==> config.mk <==
export PLATFORM = sky130hd
export DESIGN_NAME = ifetch_queue
export DESIGN_NICKNAME = d
export VERILOG_FILES = /design/src/rtl/ifetch_queue.sv
export SDC_FILE = /design/constraint.sdc
export NUM_CORES = 1
export LEC_CHECK = 0
export ABC_AREA = 1
export BUFFER_PORTS_ARGS = -buffer_cell sky130_fd_sc_hd__buf_4
export CORE_MARGIN = 2
export CORE_UTILIZATION = 40
export DETAILED_ROUTE_END_ITERATION = 10
export MAX_ROUTING_LAYER = met4
export PLACE_DENSITY_LB_ADDON = 0.08
export SLEW_MARGIN = 10
export SYNTH_ARGS = -nofsm -noshare
export SYNTH_HDL_FRONTEND = slang
export SYNTH_SLANG_ARGS = --single-unit
==> constraint.sdc <==
create_clock -name clk -period 7.6 [get_ports clk]
set_input_delay 1.52 -clock clk [delete_from_list [all_inputs] [get_ports clk]]
set_output_delay 1.52 -clock clk [all_outputs]
set_load 0.005 [all_outputs]
==> src/rtl/ifetch_queue.sv <==
// Instruction-fetch front end: drives a req/gnt/rvalid memory port with one
// outstanding request and queues returned instructions with their PCs for IF_ID.
module ifetch_queue #(
    parameter int          DEPTH    = 4,
    parameter logic [31:0] RESET_PC = 32'h0000_0000
) (
    input  logic        clk,
    input  logic        rst,
    input  logic        redirect,
    input  logic [31:0] redirect_pc,
    output logic        mem_req,
    output logic [31:0] mem_addr,
    input  logic        mem_gnt,
    input  logic        mem_rvalid,
    input  logic [31:0] mem_rdata,
    output logic        ifq_valid,
    output logic [31:0] ifq_ins,
    output logic [31:0] ifq_pc,
    input  logic        ifq_ready
);

    localparam int AW = $clog2(DEPTH);
    localparam logic [AW:0] FULL = (AW+1)'(DEPTH);

    typedef enum logic [1:0] {
        S_REQ,
        S_WAIT,
        S_DROP
    } state_t;

    state_t        state, state_nxt;
    logic [31:0]   fetch_pc, req_pc;
    logic [AW-1:0] rd_ptr, wr_ptr;
    logic [AW:0]   count;
    logic [31:0]   ins_q [DEPTH];
    logic [31:0]   pc_q  [DEPTH];

    logic          accept, push, pop;
    logic [31:0]   push_pc;

    assign mem_req   = (state == S_REQ) && (count < FULL) && !redirect;
    assign mem_addr  = fetch_pc;
    assign accept    = mem_req && mem_gnt;
    assign ifq_valid = (count != '0);
    assign pop       = ifq_valid && ifq_ready && !redirect;
    assign ifq_ins   = ifq_valid ? ins_q[rd_ptr] : 32'h0;
    assign ifq_pc    = ifq_valid ? pc_q[rd_ptr]  : 32'h0;

    always_comb begin
        state_nxt = state;
        push      = 1'b0;
        push_pc   = fetch_pc;
        unique case (state)
            S_REQ: begin
                if (accept && mem_rvalid) begin
                    push = 1'b1;
                end else if (accept) begin
                    state_nxt = S_WAIT;
                end
            end
            S_WAIT: begin
                push_pc = req_pc;
                if (mem_rvalid) begin
                    push      = !redirect;
                    state_nxt = S_REQ;
                end else if (redirect) begin
                    state_nxt = S_DROP;
                end
            end
            S_DROP: begin
                if (mem_rvalid) begin
                    state_nxt = S_REQ;
                end
            end
            default: state_nxt = S_REQ;
        endcase
    end

    always_ff @(posedge clk or posedge rst) begin
        if (rst) begin
            state    <= S_REQ;
            fetch_pc <= RESET_PC;
            req_pc   <= 32'h0;
            rd_ptr   <= '0;
            wr_ptr   <= '0;
            count    <= '0;
        end else begin
            state <= state_nxt;
            if (accept) begin
                req_pc <= fetch_pc;
            end
            if (redirect) begin
                fetch_pc <= redirect_pc;
                rd_ptr   <= '0;
                wr_ptr   <= '0;
                count    <= '0;
            end else begin
                if (accept) begin
                    fetch_pc <= fetch_pc + 32'd4;
                end
                if (push) begin
                    wr_ptr <= wr_ptr + 1'b1;
                end
                if (pop) begin
                    rd_ptr <= rd_ptr + 1'b1;
                end
                if (push && !pop) begin
                    count <= count + 1'b1;
                end else if (pop && !push) begin
                    count <= count - 1'b1;
                end
            end
        end
    end

    // Storage needs no reset: count gates visibility of every entry.
    always_ff @(posedge clk) begin
        if (push) begin
            ins_q[wr_ptr] <= mem_rdata;
            pc_q[wr_ptr]  <= push_pc;
        end
    end

endmodule

==> metrics.txt, run 1 <==
post_cts resized 0; Place WS 3120 ps; Final GP Congestion 0.831; Final ANT Viol Nets 0; sequential share of power 43.1%; Period Utilization, post-route 65.3%; CTS tree yes; area grow syn2layout 19.4%; WHS Endpoint req_pc[30]; clock skew 12.2 ps; Hold Startpoint req_pc[30]; NetSw 0.00176 W; WP data required 6080 ps; Vias 9,953; HP Class reg -> reg; hpwl dp 21,300 µm; H-tree depth 2; Synth Flop Type edfxtp_1; Initial Util 40.4%; leakage 6.61 nW; Worst Setup End Kind output port; total grt overflow 0; vias in the first global route 9,662; synthesized area per cell 10.3 µm²; final setup fails 0; share of cells above drive strength 1 16.9%; Vias/cell 4.93; Slew HR 29.3%; hold bufs inserted after CTS 0; Reg clk slew, reported paths 60 ps; Hold Crit Depth 2; Worst path slowest cell inv_2; cell mode on critical path buf_4; Least-Margin Pin Slew 1060 ps; ys async rst share 22.2%; reg2reg start state[1]; register area share after synthesis 66.7%; critical path type reg -> out; combinational power share 26.3%; PortBufs 167; Critical Path Source Type register; initial antenna violation count 0; Syn Inst Count 1,385; Tmin final 4960 ps; pin count of the biggest net entering global routing 73; fillers 3,327; CP Data Arrival Time 3440 ps; final WL 35,300 µm; Num CTS Buffers 37; RSZ-0062 raised after global routing no; power share of the clock group 30.7%; post-CTS setup repair buffer count 0; EDFF count, synth 256; Max FO, Critical Path 70; Sink Count 329; critical path cell sequence inv_2 > buf_4 > o21ai_1 > a21oi_1 > buf_4; Sw Ratio 32.0%; total track usage 19.7%; Die W 193 µm; drt first pass iters 5; Sum Neg Setup Slack 0 ps; Mapped Nets 1,461; Final Hold Viols 0; first-pass GRT wire length 55,100 µm; Warnings, synthesis 0; Die Area 37,200 µm²; Max Cap Viol 0; Yosys reg bits 329; WL/cell 17.5 µm; min setup slack post-route 2640 ps; Post-Syn Area 14,300 µm²; slowest stage delay, CP 880 ps; I/O Pins 168; fin nets 1,605; Die Y-Extent 193 µm; Synth cell types 37; R2R depth 9; power per cell area 323 nW/µm²; Max VDD drop 179 µV; Antenna diodes 0; Final Max Tran Viols 0; status finished clean; fin area 17,000 µm²; root buf cell clkbuf_16; reg2reg end ins_q[3][17]; num rows 69; cell-internal power 0.00374 W; initial DRC count 732; R2R setup slack 4560 ps; Worst-Skew Late Latency 520 ps; f_max 202 MHz; Core Box Area 35,300 µm²; Max Root-Sink Buffers 3; DRC 0; dpl cell area 15,900 µm²
==> power by group through the flow <==
stage	clock network, W	registers [W]	logic (W)
floorplan	0	0.00232	0.000864
global placement	0	0.00240	0.00145
detailed placement	0	0.00240	0.00147
CTS	0.00172	0.00237	0.00147
global route	0.00179	0.00240	0.00164
finish	0.00168	0.00237	0.00144
==> cells in the mapped netlist (10+ instances only) <==
cell / n / area share (%)
nor2_1: 302 / 7.9
edfxtp_1: 256 / 54
o21ai_0: 208 / 7.3
nand2_1: 193 / 5.1
inv_1: 81 / 2.1
dfrtp_1: 73 / 13
a21oi_1: 72 / 2.5
nand3_1: 51 / 1.8
clkbuf_1: 31 / 0.82
buf_2: 28 / 0.98
buf_1: 11 / 0.29
nand4_1: 10 / 0.44
==> layout make-up <==
class / count / area (µm²) / share of cell area, %
clock inverter: 12 / 83.8 / 0.492
sequential: 329 / 9520 / 55.9
inverter: 88 / 330 / 1.94
clock buffer: 56 / 1060 / 6.22
multi-input combinational: 895 / 4130 / 24.2
timing repair buffer: 178 / 1340 / 7.84
tap: 461 / 577 / 3.39
==> sequential cells by signal, indices dropped and copies added, names as in the netlist <==
register  cells
req_pc       32
pc_q        128
count         3
wr_ptr        2
ins_q       128
state         2
rd_ptr        2
mem_addr     32
==> worst max-delay path by stage <==
| stage | slack [ps] | startpoint | depth (start not counted) | end |
|---|---|---|---|---|
| 5_1_grt | 2370 | rd_ptr[0] | 5 | ifq_ins[17] |
| 6_report | 2640 | rd_ptr[0] | 5 | ifq_pc[16] |
| 3_3_place_gp | 3170 | rd_ptr[0] | 5 | ifq_ins[31] |
| 2_1_floorplan | 2320 | redirect | 6 | ins_q[0][0] |
| 4_1_cts | 2570 | rd_ptr[0] | 5 | ifq_ins[31] |
| 3_5_place_dp | 3120 | rd_ptr[0] | 5 | ifq_ins[31] |
==> cell usage in the layout, fill, tap and decap left out, types with 6 or more instances in the layout <==
master | synthesis | routed
a21oi_1 | 72 | 72
buf_4 | 2 | 178
clkbuf_1 | 31 | 15
clkbuf_16 | 0 | 39
clkinv_1 | 0 | 6
dfrtp_1 | 73 | 71
edfxtp_1 | 256 | 256
inv_1 | 81 | 79
inv_2 | 7 | 9
nand2_1 | 193 | 193
nand2_2 | 7 | 7
nand3_1 | 51 | 51
nand4_1 | 10 | 10
nor2_1 | 302 | 298
nor2_4 | 6 | 10
o211ai_1 | 7 | 7
o21ai_0 | 208 | 208
==> through the flow <==
stage | hold slack (ps) | utilization [%] | cells | power [W]
floorplan | 453 | - | 1385 | 0.00319
global placement | 466 | 45.0 | 1951 | 0.00385
detailed placement | 473 | 45.0 | 1951 | 0.00387
CTS | 487 | 48.2 | 2019 | 0.00556
global route | 511 | 48.2 | 2019 | 0.00583
finish | 483 | 48.2 | 2019 | 0.00550
==> worst max-delay path, delay by kind of cell, from the launching register on <==
family	cells	cell delay, ps
buffers and inverters	3	1670
AO/OA/AOI/OAI	2	430
flip-flops	1	770
==> routing by layer <==
metal	vias to the layer above	global-route usage (%)	wire length, µm
met4	0	4.43	628
met1	4659	29.1	17500
li1	4995	-	-
met5	-	-	0
met2	254	29.4	15600
met3	45	2.36	1640
==> logic make-up after synthesis <==
logic type / share of synthesized area (%)
and+or+nand+nor: 17.0
DFF: 66.7
AOI/OAI and AO/OA: 10.8
buffers and inverters: 4.59
xor gates and xnor gates: 0.368
adders and majority gates: 0.579
Note: power is estimated with default switching activity, not from simulation.
==> run 2: changes to the inputs <==
==> constraint.sdc (replaced) <==
create_clock -name clk -period 4.8 [get_ports clk]
set_input_delay 0.96 -clock clk [delete_from_list [all_inputs] [get_ports clk]]
set_output_delay 0.96 -clock clk [all_outputs]
set_load 0.005 [all_outputs]
==> run 2 against run 1 <==
Compared with the run above:
- worst hold slack gained 4.0 ps
- sequential power grew 58%
- sequential cell count is the same
- critical endpoint is now ifq_pc[29]
==> metrics.txt, run 2 (synthesis gave the netlist of run 1 again) <==
first-pass GRT wire length 56,100 µm (was 55,100 µm); H-tree depth 2 (unchanged); f_max 252 MHz; power per cell area 512 nW/µm² (was 323 nW/µm²); Vias 10,105 (was 9,953); Die Area 37,200 µm² (unchanged); HP Class reg -> reg (unchanged); most frequent cells in the layout 298 x nor2_1, 256 x edfxtp_1, 208 x o21ai_0 (unchanged); RSZ-0062 raised after global routing no (unchanged); pin count of the biggest net entering global routing 95 (was 73); dpl cell area 16,000 µm² (was 15,900 µm²); Max Root-Sink Buffers 3 (unchanged); total track usage 20.2% (was 19.7%); Num CTS Buffers 37 (unchanged); total grt overflow 0 (unchanged); most common cell after layout, fill and taps aside nor2_1 (unchanged); I/O Pins 168 (unchanged); reg2reg start state[1] (unchanged); min setup slack post-route 832 ps (was 2640 ps); final setup fails 0 (unchanged); Initial Util 40.4% (unchanged); post-CTS setup repair buffer count 0 (unchanged); Core Box Area 35,300 µm² (unchanged); largest registers ins_q x128, pc_q x128 (unchanged); critical path type reg -> out (unchanged); hpwl dp 22,400 µm (was 21,300 µm); end of the critical path ifq_pc[29] (was ifq_pc[16]); reg2reg end pc_q[2][28] (was ins_q[3][17]); Max Cap Viol 0 (unchanged); Final Max Tran Viols 0 (unchanged); Worst-Skew Late Latency 520 ps (about the same); R2R depth 8 (was 9); initial DRC count 868 (was 732); num rows 69 (unchanged); Max FO, Critical Path 94 (was 70); R2R setup slack 1840 ps (was 4560 ps); CTS tree yes (unchanged); critical path cell sequence inv_2 > buf_12 > o21ai_0 > a21oi_1 > buf_4 (was inv_2 > buf_4 > o21ai_1 > a21oi_1 > buf_4); final WL 35,800 µm (was 35,300 µm); fin nets 1,613 (was 1,605); WP data required 3840 ps (was 6080 ps); status finished clean (unchanged); root buf cell clkbuf_16 (unchanged); Max VDD drop 236 µV (was 179 µV); WL/cell 17.6 µm (was 17.5 µm); Final Hold Viols 0 (unchanged); slowest stage delay, CP 750 ps (was 880 ps); Hold Crit Depth 2 (unchanged); Tmin final 3970 ps; fin area 17,200 µm² (was 17,000 µm²); initial antenna violation count 0 (unchanged); Final GP Congestion 0.855 (was 0.831); Critical Path Source rd_ptr[0] (unchanged); Levels on crit path 5 (unchanged); PortBufs 167 (unchanged); clock skew 14.6 ps (was 12.2 ps); Final ANT Viol Nets 0 (unchanged); CP Data Arrival Time 3010 ps (was 3440 ps); Period Utilization, post-route 82.7%; fillers 3,300 (was 3,327); Least-Margin Pin Slew 955 ps (was 1060 ps); Die W 193 µm (unchanged); Place WS 1340 ps (was 3120 ps); hold bufs inserted after CTS 0 (unchanged); Top delay family on crit path buffers and inverters (unchanged); vias in the first global route 9,829 (was 9,662); Sum Neg Setup Slack 0 ps (unchanged); share of cells above drive strength 1 18.1% (was 16.9%); Sink Count 329 (unchanged); area grow syn2layout 20.4% (was 19.4%); Worst path slowest cell dfrtp_4 (was inv_2); Antenna diodes 0 (unchanged); Critical Path Source Type register (unchanged); Vias/cell 4.99 (was 4.93); drt first pass iters 5 (unchanged); fin cells 2,026 (was 2,019); Worst Setup End Kind output port (unchanged); worst path bufs/invs 3 (unchanged); leakage 6.70 nW (was 6.61 nW); Die Y-Extent 193 µm (unchanged); dpl cells 1,959 (was 1,951); Slew HR 36.2% (was 29.3%); Reg clk slew, reported paths 60 ps (about the same); DRC 0 (unchanged); post_cts resized 0 (unchanged)
==> run 2: worst min-delay path by stage <==
stage	end	slack [ps]	startpoint
2_1_floorplan	req_pc[0]	450	req_pc[0]
3_3_place_gp	req_pc[28]	470	req_pc[28]
3_5_place_dp	req_pc[7]	470	req_pc[7]
4_1_cts	req_pc[12]	490	req_pc[12]
5_1_grt	req_pc[6]	510	req_pc[6]
6_report	req_pc[4]	490	req_pc[4]
==> run 2: worst register-to-register path, delay by kind of cell, from the launching register on <==
family	cells	cell delay [ps]
buffers and inverters	3	630
and+or+nand+nor	5	1620
DFF	1	410
==> run 2: area by class of cell <==
cell class / count / area [µm²] / share of cell area, %
sequential: 329 / 9520 / 55.4
multi-input combinational: 895 / 4130 / 24.0
timing repair buffer: 186 / 1450 / 8.42
clock buffer: 45 / 1020 / 5.93
tap: 461 / 577 / 3.36
inverter: 88 / 330 / 1.92
clock inverter: 22 / 153 / 0.889
==> run 2: metrics by stage <==
step	utilization, %	total power, W	hold WS [ps]
after floorplan	-	0.00505	453
after global placement	45.3	0.00614	465
after detailed placement	45.3	0.00617	473
after CTS	48.6	0.00890	488
after global routing	48.6	0.00933	505
final	48.6	0.00879	487
==> run 2: per-layer routing <==
| layer | global-route usage [%] | vias to the layer above | wire, µm |
|---|---|---|---|
| met5 | - | - | 0 |
| met3 | 2.51 | 47 | 1620 |
| met4 | 5.20 | 0 | 692 |
| met2 | 30.1 | 248 | 15900 |
| met1 | 29.3 | 4804 | 17500 |
| li1 | - | 5006 | - |
==> run 2: report_power, final <==
group | internal [W] | total (W) | switching [W]
sequential | 0.00348 | 0.00375 | 0.000266
combinational | 0.000884 | 0.00233 | 0.00144
clock | 0.00157 | 0.00271 | 0.00114
==> run 3: changes to the inputs <==
--- a/config.mk
+++ b/config.mk
@@ -5,7 +5,7 @@
 export SDC_FILE = /design/constraint.sdc
 export NUM_CORES = 1
 export LEC_CHECK = 0
-export ABC_AREA = 1
+export ABC_AREA = 0
 export BUFFER_PORTS_ARGS = -buffer_cell sky130_fd_sc_hd__buf_4
 export CORE_MARGIN = 2
 export CORE_UTILIZATION = 40
==> constraint.sdc (replaced) <==
create_clock -name clk -period 3.5 [get_ports clk]
set_input_delay 0.7 -clock clk [delete_from_list [all_inputs] [get_ports clk]]
set_output_delay 0.7 -clock clk [all_outputs]
set_load 0.005 [all_outputs]
==> run 3 against run 2 <==
Compared with the run above:
- count of clock-buffer cells in the layout increased by 1
- setup slack got worse by 450 ps
- highest routed layer unchanged
- sequential cell count unchanged
==> metrics.txt, run 3 <==
total grt overflow 0 (unchanged); EDFF count, synth 256 (unchanged); Critical Path Source Type register (unchanged); num rows 67 (was 69); first-pass GRT wire length 47,700 µm (was 56,100 µm); Reg clk slew, reported paths 60 ps (about the same); H-tree depth 2 (unchanged); Core Box Area 33,600 µm² (was 35,300 µm²); area grow syn2layout 22.3% (was 20.4%); Worst-Skew Late Latency 510 ps (was 520 ps); fin cells 1,514 (was 2,026); Tmin final 3110 ps; PortBufs 167 (unchanged); Max Cap Viol 0 (unchanged); CP Data Arrival Time 2410 ps (was 3010 ps); ys async rst share 22.2% (unchanged); Sum Neg Setup Slack 0 ps (unchanged); pin count of the biggest net entering global routing 43 (was 95); CTS tree yes (unchanged); total track usage 18.0% (was 20.2%); WP data required 2800 ps (was 3840 ps); most common cell after layout, fill and taps aside edfxtp_1 (was nor2_1); DRC 0 (unchanged); root buf cell clkbuf_16 (unchanged); critical path type reg -> out (unchanged); Die Area 35,700 µm² (was 37,200 µm²); Slew HR 34.1% (was 36.2%); Least-Margin Pin Slew 989 ps (was 955 ps); hold slack final 248 ps (was 487 ps); Period Utilization, post-route 89.0%; Mapped Nets 933 (was 1,461); Initial Util 40.7% (was 40.4%); R2R depth 8 (unchanged); post-CTS setup repair buffer count 0 (unchanged); Max FO, Critical Path 41 (was 94); Synth top area share 56.2% (was 53.9%); Final Hold Viols 0 (unchanged); Final ANT Viol Nets 0 (unchanged); Syn Inst Count 857 (was 1,385); R2R setup slack 990 ps (was 1840 ps); most frequent cells in the layout 256 x edfxtp_1, 187 x buf_4, 126 x nand2_1 (was 298 x nor2_1, 256 x edfxtp_1, 208 x o21ai_0); clock skew 11.2 ps (was 14.6 ps); RSZ-0062 raised after global routing no (unchanged); Sink Count 329 (unchanged); drt first pass iters 4 (was 5); final WL 30,400 µm (was 35,800 µm); Die Y-Extent 189 µm (was 193 µm); Max Root-Sink Buffers 3 (unchanged); Max VDD drop 347 µV (was 236 µV); post_cts resized 0 (unchanged); synthesized area per cell 16.0 µm² (was 10.3 µm²); largest registers ins_q x128, pc_q x128 (unchanged); leakage 6.20 nW (was 6.70 nW); Warnings, synthesis 0 (unchanged); initial antenna violation count 1 (was 0); dpl cells 1,448 (was 1,959); Die W 189 µm (was 193 µm); final setup fails 0 (unchanged); Vias 7,820 (was 10,105); reg2reg end count[2] (was pc_q[2][28]); f_max 321 MHz; power per cell area 695 nW/µm² (was 512 nW/µm²); cell taking the most area after synthesis edfxtp_1 (unchanged); Vias/cell 5.17 (was 4.99); commonest cells in the netlist 256 x edfxtp_1, 127 x nand2_1, 73 x dfrtp_1 (was 302 x nor2_1, 256 x edfxtp_1, 208 x o21ai_0); hold bufs inserted after CTS 0 (unchanged); HP Class in -> async (was reg -> reg); Final Max Tran Viols 0 (unchanged); register area share after synthesis 69.6% (was 66.7%); Synth area leaders edfxtp_1 56%, dfrtp_1 13%, mux4_2 11% (was edfxtp_1 54%, dfrtp_1 13%, nor2_1 7.9%); fin nets 1,115 (was 1,613); WL/cell 20.1 µm (was 17.6 µm); most numerous cell in the Yosys netlist edfxtp_1 (was nor2_1); Synth Flop Type edfxtp_1 (unchanged); I/O Pins 168 (unchanged); Num CTS Buffers 37 (unchanged); Critical Path Source count[0] (was rd_ptr[0]); Post-Syn Area 13,700 µm² (was 14,300 µm²); Synth cell types 46 (was 37); status finished clean (unchanged); reg2reg start count[2] (was state[1]); hpwl dp 19,300 µm (was 22,400 µm); vias in the first global route 8,054 (was 9,829); initial DRC count 461 (was 868); Worst Setup End Kind output port (unchanged); share of cells above drive strength 1 33.6% (was 18.1%); Yosys reg bits 329 (unchanged); Final GP Congestion 0.771 (was 0.855)
==> run 3: through the flow <==
stage          worst slack, ps  utilization (%)  cell area [µm²]  total power, W
2_1_floorplan              171                -            13700         0.00665
3_3_place_gp               787             46.3            15600         0.00811
3_5_place_dp               725             46.3            15600         0.00813
4_1_cts                    319             49.7            16700          0.0118
5_1_grt                    252             49.8            16700          0.0123
6_report                   385             49.8            16700          0.0116
==> run 3: critical path, stage by stage, from the launching register on <==
cell and delay (ps):
dfrtp_1 400, or3_2 770, buf_4 380, and2_1 220, buf_4 140
==> run 3: cells by family (layout without fill, tap and decap cells) <==
logic type | after synthesis | count (layout) | share of synthesized area [%]
xor gates and xnor gates | 5 | 5 | 0.320
other | 0 | 1 | 0
adders and majority gates | 6 | 6 | 0.604
and+or+nand+nor | 293 | 293 | 11.0
buffers and inverters | 60 | 268 | 1.83
DFF | 329 | 329 | 69.6
muxes | 100 | 100 | 13.5
AOI/OAI and AO/OA | 64 | 64 | 3.19
==> run 3: how the worst max path moves through the flow <==
stage	cells after the start	slack, ps	end
floorplan	5	170	ins_q[1][0]
global placement	7	790	mem_addr[18]
detailed placement	7	730	mem_addr[18]
CTS	4	320	ifq_pc[14]
global route	4	250	ifq_pc[21]
finish	4	390	ifq_pc[14]
==> run 3: area by class of cell <==
class                      count  area [µm²]
clock buffer                  46         970
sequential                   329        9520
multi-input combinational    468        3930
clock inverter                19         181
inverter                      10        38.8
timing repair buffer         193        1520
fill                        2881       16900
tap                          448         561
antenna                        1        2.50
==> run 3: per-layer routing <==
metal  vias up  GRT usage (%)  share of wire [%]
li1       3615              -                  -
met1      3949           24.4                 45
met2       218           28.6                 48
met3        38           2.74                4.5
met4         0           4.60                1.9
met5         -              -                  0
==> run 3: report_power, final <==
group / internal, W / total, W / switching, W / leakage (nW)
combinational: 0.00164 / 0.00307 / 0.00143 / 2.42
sequential: 0.00463 / 0.00490 / 0.000271 / 3.23
clock: 0.00219 / 0.00366 / 0.00147 / 0.557
